$ cat src/rtl/game_round_controller_pkg.sv
// Shared encodings for the fight datapath: actions, winner codes, controller states.
// Also carries the end-of-turn winner decision so the player side can reuse it.
// Pure declarations; no clocked logic.
package game_round_controller_pkg;

  // Action encodings, shared with firstPlayer/secondPlayer
  localparam logic [2:0] ACT_KICK   = 3'b000;
  localparam logic [2:0] ACT_PUNCH  = 3'b001;
  localparam logic [2:0] ACT_AWAIT  = 3'b010;
  localparam logic [2:0] ACT_JUMP   = 3'b011;
  localparam logic [2:0] ACT_LEFT1  = 3'b100;
  localparam logic [2:0] ACT_LEFT2  = 3'b101;
  localparam logic [2:0] ACT_RIGHT1 = 3'b110;
  localparam logic [2:0] ACT_RIGHT2 = 3'b111;

  // Winner encodings
  localparam logic [1:0] WIN_NONE = 2'b00;
  localparam logic [1:0] WIN_P1   = 2'b01;
  localparam logic [1:0] WIN_P2   = 2'b10;
  localparam logic [1:0] WIN_DRAW = 2'b11;

  // Controller state encodings
  localparam logic [2:0] ST_IDLE    = 3'd0;
  localparam logic [2:0] ST_COLLECT = 3'd1;
  localparam logic [2:0] ST_APPLY   = 3'd2;
  localparam logic [2:0] ST_SETTLE  = 3'd3;
  localparam logic [2:0] ST_CHECK   = 3'd4;
  localparam logic [2:0] ST_OVER    = 3'd5;

  // Knockouts take precedence; on the last turn the game is decided on points.
  function automatic logic [1:0] decide_winner(input logic [1:0] h1,
                                               input logic [1:0] h2,
                                               input logic       last_turn);
    logic [1:0] w;
    w = WIN_NONE;
    if (h1 == 2'd0 && h2 == 2'd0) w = WIN_DRAW;
    else if (h1 == 2'd0)          w = WIN_P2;
    else if (h2 == 2'd0)          w = WIN_P1;
    else if (last_turn) begin
      if (h1 > h2)      w = WIN_P1;
      else if (h2 > h1) w = WIN_P2;
      else              w = WIN_DRAW;
    end
    return w;
  endfunction

endpackage

$ cat src/rtl/game_round_controller_turn_timer.sv
// Turn timer: TW-bit up-counter with synchronous clear and count enable.
// expire_o is combinational and high on the enabled cycle where count == TURN_TIMEOUT-1.
// No backpressure; the controller clears it whenever it is outside COLLECT.
module game_round_controller_turn_timer #(
  parameter int TURN_TIMEOUT = 100,
  parameter int TW           = 8
) (
  input  logic clk,
  input  logic rst_n,
  input  logic clr_i,
  input  logic en_i,
  output logic expire_o
);

  logic [TW-1:0] cnt_q;

  // Count cycles spent collecting; clear has priority over enable
  always_ff @(posedge clk or negedge rst_n) begin
    if (!rst_n)     cnt_q <= '0;
    else if (clr_i) cnt_q <= '0;
    else if (en_i)  cnt_q <= cnt_q + 1'b1;
  end

  assign expire_o = en_i && (cnt_q == TW'(TURN_TIMEOUT - 1));

endmodule

$ cat src/rtl/game_round_controller.sv
// Turn sequencer: collects one action per player (timeout defaults to await), pulses
// actionEnable once, then samples health two cycles later and decides the winner.
// Strobe -> actionEnable is 1 cycle minimum; OVER is sticky until reset.
module game_round_controller
  import game_round_controller_pkg::*;
#(
  parameter int TURN_TIMEOUT = 100,
  parameter int MAX_TURNS    = 15,
  parameter int TW           = 8
) (
  input  logic       clk,
  input  logic       reset,
  input  logic       start,
  input  logic       act_valid1,
  input  logic [2:0] action1_in,
  input  logic       act_valid2,
  input  logic [2:0] action2_in,
  input  logic [1:0] health1,
  input  logic [1:0] health2,
  output logic [2:0] action1,
  output logic [2:0] action2,
  output logic       actionEnable,
  output logic       isGameOver,
  output logic [1:0] winner,
  output logic [3:0] turn_count,
  output logic       timeout
);

  localparam logic [3:0] MAX_T4 = 4'(MAX_TURNS);

  logic [2:0] state_q, state_d;
  logic [2:0] act1_q, act1_d;
  logic [2:0] act2_q, act2_d;
  logic       lat1_q, lat1_d;
  logic       lat2_q, lat2_d;
  logic       over_q, over_d;
  logic [1:0] win_q, win_d;
  logic [3:0] tc_q, tc_d;
  logic       timeout_c;
  logic       expire;
  logic [1:0] check_win;

  game_round_controller_turn_timer #(
    .TURN_TIMEOUT(TURN_TIMEOUT),
    .TW          (TW)
  ) u_timer (
    .clk     (clk),
    .rst_n   (reset),
    .clr_i   (state_q != ST_COLLECT),
    .en_i    (state_q == ST_COLLECT),
    .expire_o(expire)
  );

  assign check_win = decide_winner(health1, health2, (tc_q + 4'd1) == MAX_T4);

  // Next-state and datapath decisions for the turn sequence
  always_comb begin
    state_d   = state_q;
    act1_d    = act1_q;
    act2_d    = act2_q;
    lat1_d    = lat1_q;
    lat2_d    = lat2_q;
    over_d    = over_q;
    win_d     = win_q;
    tc_d      = tc_q;
    timeout_c = 1'b0;
    case (state_q)
      ST_IDLE: begin
        if (start) state_d = ST_COLLECT;
      end
      ST_COLLECT: begin
        // Only the first strobe of a turn counts for each player
        if (act_valid1 && !lat1_q) begin
          act1_d = action1_in;
          lat1_d = 1'b1;
        end
        if (act_valid2 && !lat2_q) begin
          act2_d = action2_in;
          lat2_d = 1'b1;
        end
        if (lat1_d && lat2_d) begin
          state_d = ST_APPLY;
        end else if (expire) begin
          // A strobe on the expiry cycle already set latN_d, so it beats the default
          if (!lat1_d) act1_d = ACT_AWAIT;
          if (!lat2_d) act2_d = ACT_AWAIT;
          timeout_c = 1'b1;
          state_d   = ST_APPLY;
        end
      end
      ST_APPLY:  state_d = ST_SETTLE;
      ST_SETTLE: state_d = ST_CHECK;
      ST_CHECK: begin
        lat1_d = 1'b0;
        lat2_d = 1'b0;
        if (tc_q != MAX_T4) tc_d = tc_q + 4'd1;
        if (check_win != WIN_NONE) begin
          win_d   = check_win;
          over_d  = 1'b1;
          state_d = ST_OVER;
        end else begin
          state_d = ST_COLLECT;
        end
      end
      ST_OVER: state_d = ST_OVER;
      default: state_d = ST_IDLE;
    endcase
  end

  // State and output registers; reset aborts any turn in flight
  always_ff @(posedge clk or negedge reset) begin
    if (!reset) begin
      state_q <= ST_IDLE;
      act1_q  <= ACT_AWAIT;
      act2_q  <= ACT_AWAIT;
      lat1_q  <= 1'b0;
      lat2_q  <= 1'b0;
      over_q  <= 1'b0;
      win_q   <= WIN_NONE;
      tc_q    <= 4'd0;
    end else begin
      state_q <= state_d;
      act1_q  <= act1_d;
      act2_q  <= act2_d;
      lat1_q  <= lat1_d;
      lat2_q  <= lat2_d;
      over_q  <= over_d;
      win_q   <= win_d;
      tc_q    <= tc_d;
    end
  end

  assign action1      = act1_q;
  assign action2      = act2_q;
  assign actionEnable = (state_q == ST_APPLY);
  assign isGameOver   = over_q;
  assign winner       = win_q;
  assign turn_count   = tc_q;
  assign timeout      = timeout_c;

endmodule
$ cat config.mk
export PLATFORM = sky130hd
export DESIGN_NAME = game_round_controller
export DESIGN_NICKNAME = d
export VERILOG_FILES = /design/src/rtl/game_round_controller_pkg.sv /design/src/rtl/game_round_controller_turn_timer.sv /design/src/rtl/game_round_controller.sv
export SDC_FILE = /design/constraint.sdc
export NUM_CORES = 1
export LEC_CHECK = 0
export CORE_MARGIN = 3
export CORE_UTILIZATION = 49
export CTS_CLUSTER_SIZE = 25
export DETAILED_ROUTE_END_ITERATION = 10
export PLACE_DENSITY_LB_ADDON = 0.25
export SLEW_MARGIN = 20
export SYNTH_ARGS = -nofsm -noshare
export SYNTH_HDL_FRONTEND = slang
export SYNTH_SLANG_ARGS = --single-unit
$ cat constraint.sdc
create_clock -name clk -period 3.2 [get_ports clk]
set_input_delay 0.48 -clock clk [delete_from_list [all_inputs] [get_ports clk]]
set_output_delay 0.48 -clock clk [all_outputs]
set_load 0.05 [all_outputs]
## Word level (Yosys, flattened, before mapping)

Index checks and enable logic that the tools add are counted.

- Register bits after elaboration: 26
- Bits of input ports: 15
- Bits in read-only memories: 0
- Bits in latches: 0
- Memories: 0
- Bits in writable memories: 0

- Equality and inequality tests: 11
- Multipliers: 0
- Multiplexer cells: 30
- $lt $le $gt $ge: 2
- Divide/modulo/power cells: 0
- Bitwise logic cells: 0
- Shift-type cells: 0
- Reduce and logical (&&, ||, !) cells: 16
- Add/sub/neg operators: 2

Operators by type and width:

| cell | number |
|---|---|
| two-way mux 3 bit | 12 |
| case mux 3 bit (6 select lines) | 1 |
| two-way mux 8 bit | 2 |
| two-way mux 2 bit | 5 |
| adder 8 x 1 -> 8 bit (second input constant) | 1 |
| == test 8 x 7 -> 1 bit (second input constant) | 1 |
| two-way mux 1 bit | 8 |
| == test 3 x 2 -> 1 bit (second input constant) | 2 |
| == test 3 bit (second input constant) | 2 |
| AND reduction 2 bit | 3 |
| nonzero test 2 bit | 3 |
| logical AND 1 bit | 5 |
| adder 4 x 1 -> 4 bit (second input constant) | 1 |
| == test 4 bit (second input constant) | 1 |
| greater-than comparator 2 bit | 2 |
| zero test 2 bit | 2 |
| != test 4 bit (second input constant) | 1 |
| case mux 1 bit (2 select lines) | 2 |
| == test 3 x 1 -> 1 bit (second input constant) | 1 |
| zero test 3 bit | 1 |
| != test 3 x 1 -> 1 bit (second input constant) | 1 |
| != test 3 bit (second input constant) | 1 |
| zero test 1 bit | 2 |
| != test 2 bit (second input constant) | 1 |

## Depth between registers and ports, before layout

Gate-level depths: netlist of the first run.

- Word-level depth: 10
- Gate-level depth with buffers: 6

## By module

From an unflattened synthesis of the first run, not the netlist that was laid out.

- Cell total of the unflattened synthesis: 135
- Area, all modules: 1352.5 µm²

Modules (own cells, without submodules):

| module | instances | cells an instance | area each (µm²) | sequential area each (µm²) |
|---|---|---|---|---|
| game_round_controller | 1 | 95 | 944.7 | 452.9 |
| game_round_controller_turn_timer | 1 | 40 | 407.9 | 200.2 |

## Worst setup path after synthesis of the first run

Ideal clock, no wire load.

- Kind: reg2out
- From: register u_timer.cnt_q[0]
- To: output port timeout
- Path buffers: 0
- Data arrival time: 2287 ps
- Stages on the path, launching flop included: 6
- Slack: 433 ps
- Data required time: 2720 ps
- Path through: dfrtp_1 -> ha_1 -> or4b_2 -> or4_4 -> or3_1 -> nand2_1

- Longest elaborated chain between the ends: 5

Ends and longest elaborated chain:

| element | RTL line | text |
|---|---|---|
| from (decl) | game_round_controller_turn_timer.sv:15 | `logic [TW-1:0] cnt_q;` |
| from (signal assigned) | game_round_controller_turn_timer.sv:21 | `else if (en_i) cnt_q <= cnt_q + 1'b1;` |
| == test 8 x 7 -> 1 bit | game_round_controller_turn_timer.sv:24 | `assign expire_o = en_i && (cnt_q == TW'(TURN_TIMEOUT - 1));` |
| logical AND 1 bit | game_round_controller_turn_timer.sv:24 |  |
| two-way mux 1 bit | game_round_controller.sv:83 | `end else if (expire) begin` |
| two-way mux 1 bit | game_round_controller.sv:81 | `if (lat1_d && lat2_d) begin` |
| two-way mux 1 bit | game_round_controller.sv:67 | `case (state_q)` |
| to (decl) | game_round_controller.sv:26 | `output logic timeout` |

No other way between the ends.

## Worst setup path after layout of the first run

- From: register u_timer.cnt_q[1]
- To: output port timeout

The elaborated chain is that of the path after synthesis.

==> out/results.ini, run 1 <==
[timing]
drv_slew = 0
setup_ws_ns = 0.09931
max_freq_mhz = 322.5
period_share_pct = 96.90
setup_viol = 0
holdWs_ns = 0.4996
hold_violations = 0
slew_headroom_pct = 60.17
post-route-min-period_ns = 3.101
clock_skew_ns = 0.006705
worst_slew_pin_slew_ns = 0.5949

[place]
placed_area_um2 = 1680
place_congestion = 0.7928
port_buffers = 29
hpwl_mm = 2.248
dp_slack_ns = 0.3599
place_inst = 194

[global_routing]
grt_usage_pct = 19.93
grt_max_degree = 27
grt_overflow_total = 0
grt_pass1_vias = 1220
antenna_found_initial = 0
grt_first_pass_wirelength_mm = 5.347

[power]
power.leakage_nw = 0.7230
vdd_ir_drop_max_uv = 670.9
power-per-cell-area_nw_per_um2 = 900.0
total_power_mw = 1.570

[logic_synthesis]
muxShareOfSynthArea_pct = 4.384
synth_fa_ha_area_share_pct = 4.566
synth_top_family_by_area = simple AND/OR/NAND/NOR gates
synth_cell_type_count = 38
synth-compound-area-share_pct = 11.23
postSynthCellCount = 138
syn_area_per_cell_um2 = 9.928
synth-simple-area-share_pct = 23.74
synth-xor-area-share_pct = 4.475
yosys_warnings = 0
syn-num-nets = 158
yosysSeqAreaShare_pct = 47.67
syn_area_um2 = 1370
ys_ff_latch = 26

[layout]
syn_to_final_growth_pct = 27.31
drive_gt1_share_pct = 10.06
final_cells = 199
final_area_um2 = 1744
num-nets-final = 190
antennaDiodeCount = 0

[die]
initial_core_util_pct = 53.36
ios = 30
die-area_um2 = 3466
coreArea_um2 = 2567
fp-row-count = 18
die_w_um = 58.88
die_h_um = 58.88

[critical_path]
crit_path_max_fanout = 4
crit_path_end_kind = output pin
crit_type = reg -> out
cp.required_ns = 2.72
worstSetupStartpointType = flip-flop
critPathArrivalTime_ns = 2.62

[drt]
wl_per_cell_um = 15.09
postRouteAntennaNets = 0
drcViolationCount = 0
drt-total-wl_mm = 3.003
via_count = 1128
drt_iter0_drc = 31
vias_per_cell = 5.668
dr.pass1.iters = 4

[outcome]
outcome = finished clean

[clock_network]
cts_made_buffers = 3
hold_buffers = 0
cts_buffer_depth = 2
clock_sinks = 26
clock_latency_ns = 0.32
ctsRootBufferMaster = clkbuf_4
h-tree-depth = 1
clk_pin_slew_ns = 0.14
cts_tree = built

[job]
drv_cap = 0

[min_path]
min-delay-path-class = in -> async

-- repair_timing --
item	in CTS	in global routing
setup buffers	1	0
hold endpoints to repair	0	0
gates resized for setup	1	3
setup endpoints to repair	1	1
-- area by class of cell --
class	instances	area, um2
repair buffers	31	315.3
inverters	5	18.77
well taps	30	37.54
fillers	203	823.3
multi-input cells	103	683.2
flip-flops and latches	26	653.1
clock buffers	4	36.28
-- synth_stat cells, drive strengths merged --
| library cell | instances | area share [%] |
|---|---|---|
| dfrtp | 24 | 44 |
| nor2 | 15 | 4.1 |
| nand2 | 12 | 3.3 |
| a21oi | 7 | 2.6 |
| mux2i | 6 | 4.4 |
| nor3 | 6 | 2.2 |
| o21ai | 6 | 2.2 |
| ha | 5 | 4.6 |
| inv | 5 | 1.4 |
| nand3 | 5 | 1.8 |
| nor3b | 5 | 3.1 |
| or3 | 5 | 2.3 |
| buf | 4 | 2.6 |
| xnor2 | 4 | 2.6 |
| xor2 | 3 | 1.9 |
| and2 | 2 | 0.91 |
| dfstp | 2 | 3.8 |
| nand3b | 2 | 1.1 |
| nor2b | 2 | 0.91 |
| o211ai | 2 | 1.1 |
| o21bai | 2 | 1.1 |
| a211o | 1 | 0.64 |
| a21bo | 1 | 0.73 |
| a311oi | 1 | 0.64 |
| a31oi | 1 | 0.46 |
| nand2b | 1 | 0.46 |
| nand4 | 1 | 0.46 |
| nor4 | 1 | 0.46 |
| o211a | 1 | 0.73 |
| o22ai | 1 | 0.46 |
| o311ai | 1 | 0.64 |
| or2 | 1 | 0.46 |
| or3b | 1 | 0.64 |
| or4 | 1 | 0.82 |
| or4b | 1 | 0.73 |
-- path summary, 6_finish.rpt --
kind / start / endpoint / slack [ns] / cells past startpoint
worst max-delay path: u_timer.cnt_q[1] / timeout / 0.1 / 6
worst min-delay path: reset / u_timer.cnt_q[4] / 0.50 / 2
worst max register to register: u_timer.cnt_q[1] / action1[1] / 1.01 / 5
worst min register to register: isGameOver / isGameOver / 0.50 / 1
max in group asynchronous: reset / action1[1] / 2.40 / 2
min in group clk: isGameOver / isGameOver / 0.50 / 1
-- metal layers --
layer	wire length, um	vias up	GRT usage (%)
li1	-	552	-
met1	1298	538	25.28
met2	1480	32	33.91
met3	183	6	4.167
met4	41	0	6.149
met5	0	-	0
-- state kept, by name (all words and copies together) (netlist names) --
name and flops:
turn_count 4, winner 2, lat1_q 1, state_q 3, isGameOver 1, action2 3
lat2_q 1, action1 3, u_timer.cnt_q 8
-- cell families after synthesis --
kind of cell / Yosys count
adders and majority gates: 5
muxes: 6
DFF: 26
AOI/OAI and AO/OA: 24
xor gates and xnor gates: 7
and+or+nand+nor: 61
buffers and inverters: 9
-- worst max-delay path, stage by stage, from the launching register on --
cell,delay (ns)
dfrtp_1,0.43
ha_4,0.18
or4b_2,0.61
or4_4,0.47
or3_1,0.37
nand2_2,0.10
buf_12,0.13
-- cell usage in the layout, fill, tap and decap left out, types with 2 or more instances in the layout --
master / n
xnor2_1: 4
nor2b_1: 2
dfstp_2: 2
a21oi_1: 7
nor3b_1: 4
o21bai_1: 2
or3_1: 4
buf_4: 2
mux2i_1: 6
nor2_1: 15
nand3b_1: 2
and2_1: 2
nor3_1: 6
dfrtp_1: 24
inv_1: 5
nand3_1: 5
nand2_1: 11
clkbuf_4: 3
clkdlybuf4s50_1: 28
o211ai_1: 2
o21ai_0: 6
ha_1: 4
xor2_1: 3
-- metrics by stage --
step / TNS (ns) / utilization [%]
floorplan: 0 / -
global placement: 0 / 65.45
detailed placement: 0 / 65.45
CTS: 0 / 67.25
global route: -0.01132 / 67.93
finish: 0 / 67.93
-- power by group --
group | switching (mW) | internal, mW
clock | 0.0953 | 0.0696
combinational | 0.508 | 0.306
sequential | 0.134 | 0.457
No activity file was read; power rests on OpenSTA's default activity.
==> run 2, diff against run 1 <==
SETUP_SLACK_MARGIN = 0.15   (was unset)
==> out/results.ini, run 2 (synthesized netlist as in run 1, its figures left out) <==
[power]
power-per-cell-area_nw_per_um2 = 900.0  ; about the same
power.leakage_nw = 0.7334  ; +1.4%
total_power_mw = 1.587  ; +1.1%
vdd_ir_drop_max_uv = 672.2  ; +0.19%

[drt]
dr.pass1.iters = 4  ; unchanged
via_count = 1141  ; +1.2%
drcViolationCount = 0  ; unchanged
drt_iter0_drc = 35  ; +13%
wl_per_cell_um = 15.43  ; +2.3%
vias_per_cell = 5.705  ; +0.65%
drt-total-wl_mm = 3.086  ; +2.8%
postRouteAntennaNets = 0  ; unchanged

[place]
port_buffers = 29  ; unchanged
hpwl_mm = 2.248  ; unchanged
place_congestion = 0.7928  ; unchanged

[layout]
fillers = 201  ; -0.99%
multi_input_area_um2 = 694.4  ; +1.6%
regArea_um2 = 653.1  ; unchanged
final_common_cell = clkdlybuf4s50_1
num-nets-final = 191  ; +0.53%
antennaDiodeCount = 0  ; unchanged
drive_gt1_share_pct = 11.76  ; +1.7 points
syn_to_final_growth_pct = 28.68
final_cell_mix = clkdlybuf4s50_1 (28), dfrtp_1 (24), nor2_1 (15), nand2_1 (11), a21oi_1 (7)
largest_reg_flops = 8  ; unchanged
largest_register = u_timer.cnt_q

[timing]
slew_headroom_pct = 59.95  ; -0.22 points
drv_slew = 0  ; unchanged
clock_skew_ns = 0.009693  ; +0.002989 ns
worst_slew_pin_slew_ns = 0.5982  ; +0.003288 ns
period_share_pct = 93.37  ; -3.5 points
rsz0062_at_grt = false
hold_violations = 0  ; unchanged
finalSetupTns_ns = 0  ; unchanged
post-route-min-period_ns = 2.988  ; -0.1130 ns
setup_viol = 0  ; unchanged
max_freq_mhz = 334.7  ; +3.8%

[critical_path]
worstSetupStartpointType = flip-flop
worst_path_max_delay_cell = or4_4
crit_path_end_kind = output pin
cp.required_ns = 2.72  ; about the same
crit_chain = or3b_4, or4_4, or3_4, nand2_2, buf_12
critPathArrivalTime_ns = 2.51  ; -0.11 ns
cpPeakStageDelay_ns = 0.58  ; -0.03 ns
crit_type = reg -> out
crit_path_max_fanout = 10  ; +6

[global_routing]
antenna_found_initial = 0  ; unchanged
grt_usage_pct = 20.75  ; +0.83 points
grt_overflow_total = 0  ; unchanged
grt_first_pass_wirelength_mm = 5.526  ; +3.3%
grt_pass1_vias = 1235  ; +1.2%
grt_max_degree = 27  ; unchanged

[die]
coreArea_um2 = 2567  ; unchanged
die-area_um2 = 3466  ; unchanged
ios = 30  ; unchanged
initial_core_util_pct = 53.36  ; unchanged
die_w_um = 58.88  ; unchanged
fp-row-count = 18  ; unchanged
die_h_um = 58.88  ; unchanged

[clock_network]
cts_tree = built
clock_sinks = 26  ; unchanged
h-tree-depth = 1  ; unchanged
clk_pin_slew_ns = 0.14  ; about the same
hold_buffers = 0  ; unchanged
cts_made_buffers = 3  ; unchanged
cts_buffer_depth = 2  ; unchanged
clock_latency_ns = 0.33  ; about the same
ctsRootBufferMaster = clkbuf_4

[job]
drv_cap = 0  ; unchanged

[outcome]
outcome = finished clean

[min_path]
min-delay-path-class = in -> async

[run 2: cell types whose count changed in the layout (fill, tap and decap cells not counted)]
cell    change
or4b_4      +1
or3b_1      -1
or3_4       +1
or3b_4      +1
or3_1       -1
or4b_2      -1
buf_4       +1
[run 2: area by class of cell]
class,count,area share [%]
Multi-Input combinational cell,103,39.39
Clock buffer,4,2.058
Inverter,5,1.065
Tap cell,30,2.129
Sequential cell,26,37.05
Timing Repair Buffer,32,18.31
[run 2: worst paths after layout]
path	start	to	slack (ns)	cells past startpoint
max in group asynchronous	reset	action2[1]	2.41	2
worst min-delay path	reset	u_timer.cnt_q[4]	0.50	2
min in group clk	isGameOver	isGameOver	0.50	1
worst max register to register	state_q[1]	action2[1]	1.13	4
worst min register to register	isGameOver	isGameOver	0.50	1
worst max-delay path	state_q[1]	timeout	0.21	5
[run 2: repair_timing]
action	4_1_cts	5_1_grt
endpoints found under the setup margin	1	1
buffers inserted	2	0
pin swaps	2	1
resized for setup	7	0
[run 2: layer usage]
| metal | vias to the layer above | GRT usage (%) | share of wire [%] |
|---|---|---|---|
| li1 | 554 | - | - |
| met1 | 553 | 25.84 | 42 |
| met2 | 30 | 35.96 | 51 |
| met3 | 4 | 4.386 | 6.0 |
| met4 | 0 | 6.149 | 1.0 |
| met5 | - | 0 | 0 |
[run 2: worst max-delay path, delay by kind of cell (launching register included)]
family	cells	cell delay, ns
DFF	1	0.50
buffers and inverters	1	0.13
and+or+nand+nor	4	1.55
[run 2: metrics by stage]
step | setup WS [ns] | hold WS, ns | utilization, % | instance area (um2) | cells
5_1_grt | 0.1522 | 0.5027 | 68.66 | 1763 | 200
6_report | 0.2123 | 0.4970 | 68.66 | 1763 | 200
3_3_place_gp | 0.4756 | 0.4596 | 65.45 | 1680 | 194
3_5_place_dp | 0.3599 | 0.4696 | 65.45 | 1680 | 194
2_1_floorplan | 0.4331 | 0.1844 | - | 1370 | 138
4_1_cts | 0.2082 | 0.5035 | 68.66 | 1763 | 200
[run 2: where the power goes]
group	total, mW	internal [mW]	switching, mW
Clock	0.168	0.0696	0.0981
Combinational	0.824	0.315	0.510
Sequential	0.595	0.456	0.138
Total	1.59	0.841	0.746
==> run 3, diff against run 2 <==
TNS_END_PERCENT = 30   (was unset)
==> results of run 3 <==
The final DEF is identical to that of run 2; final timing and power are the same.
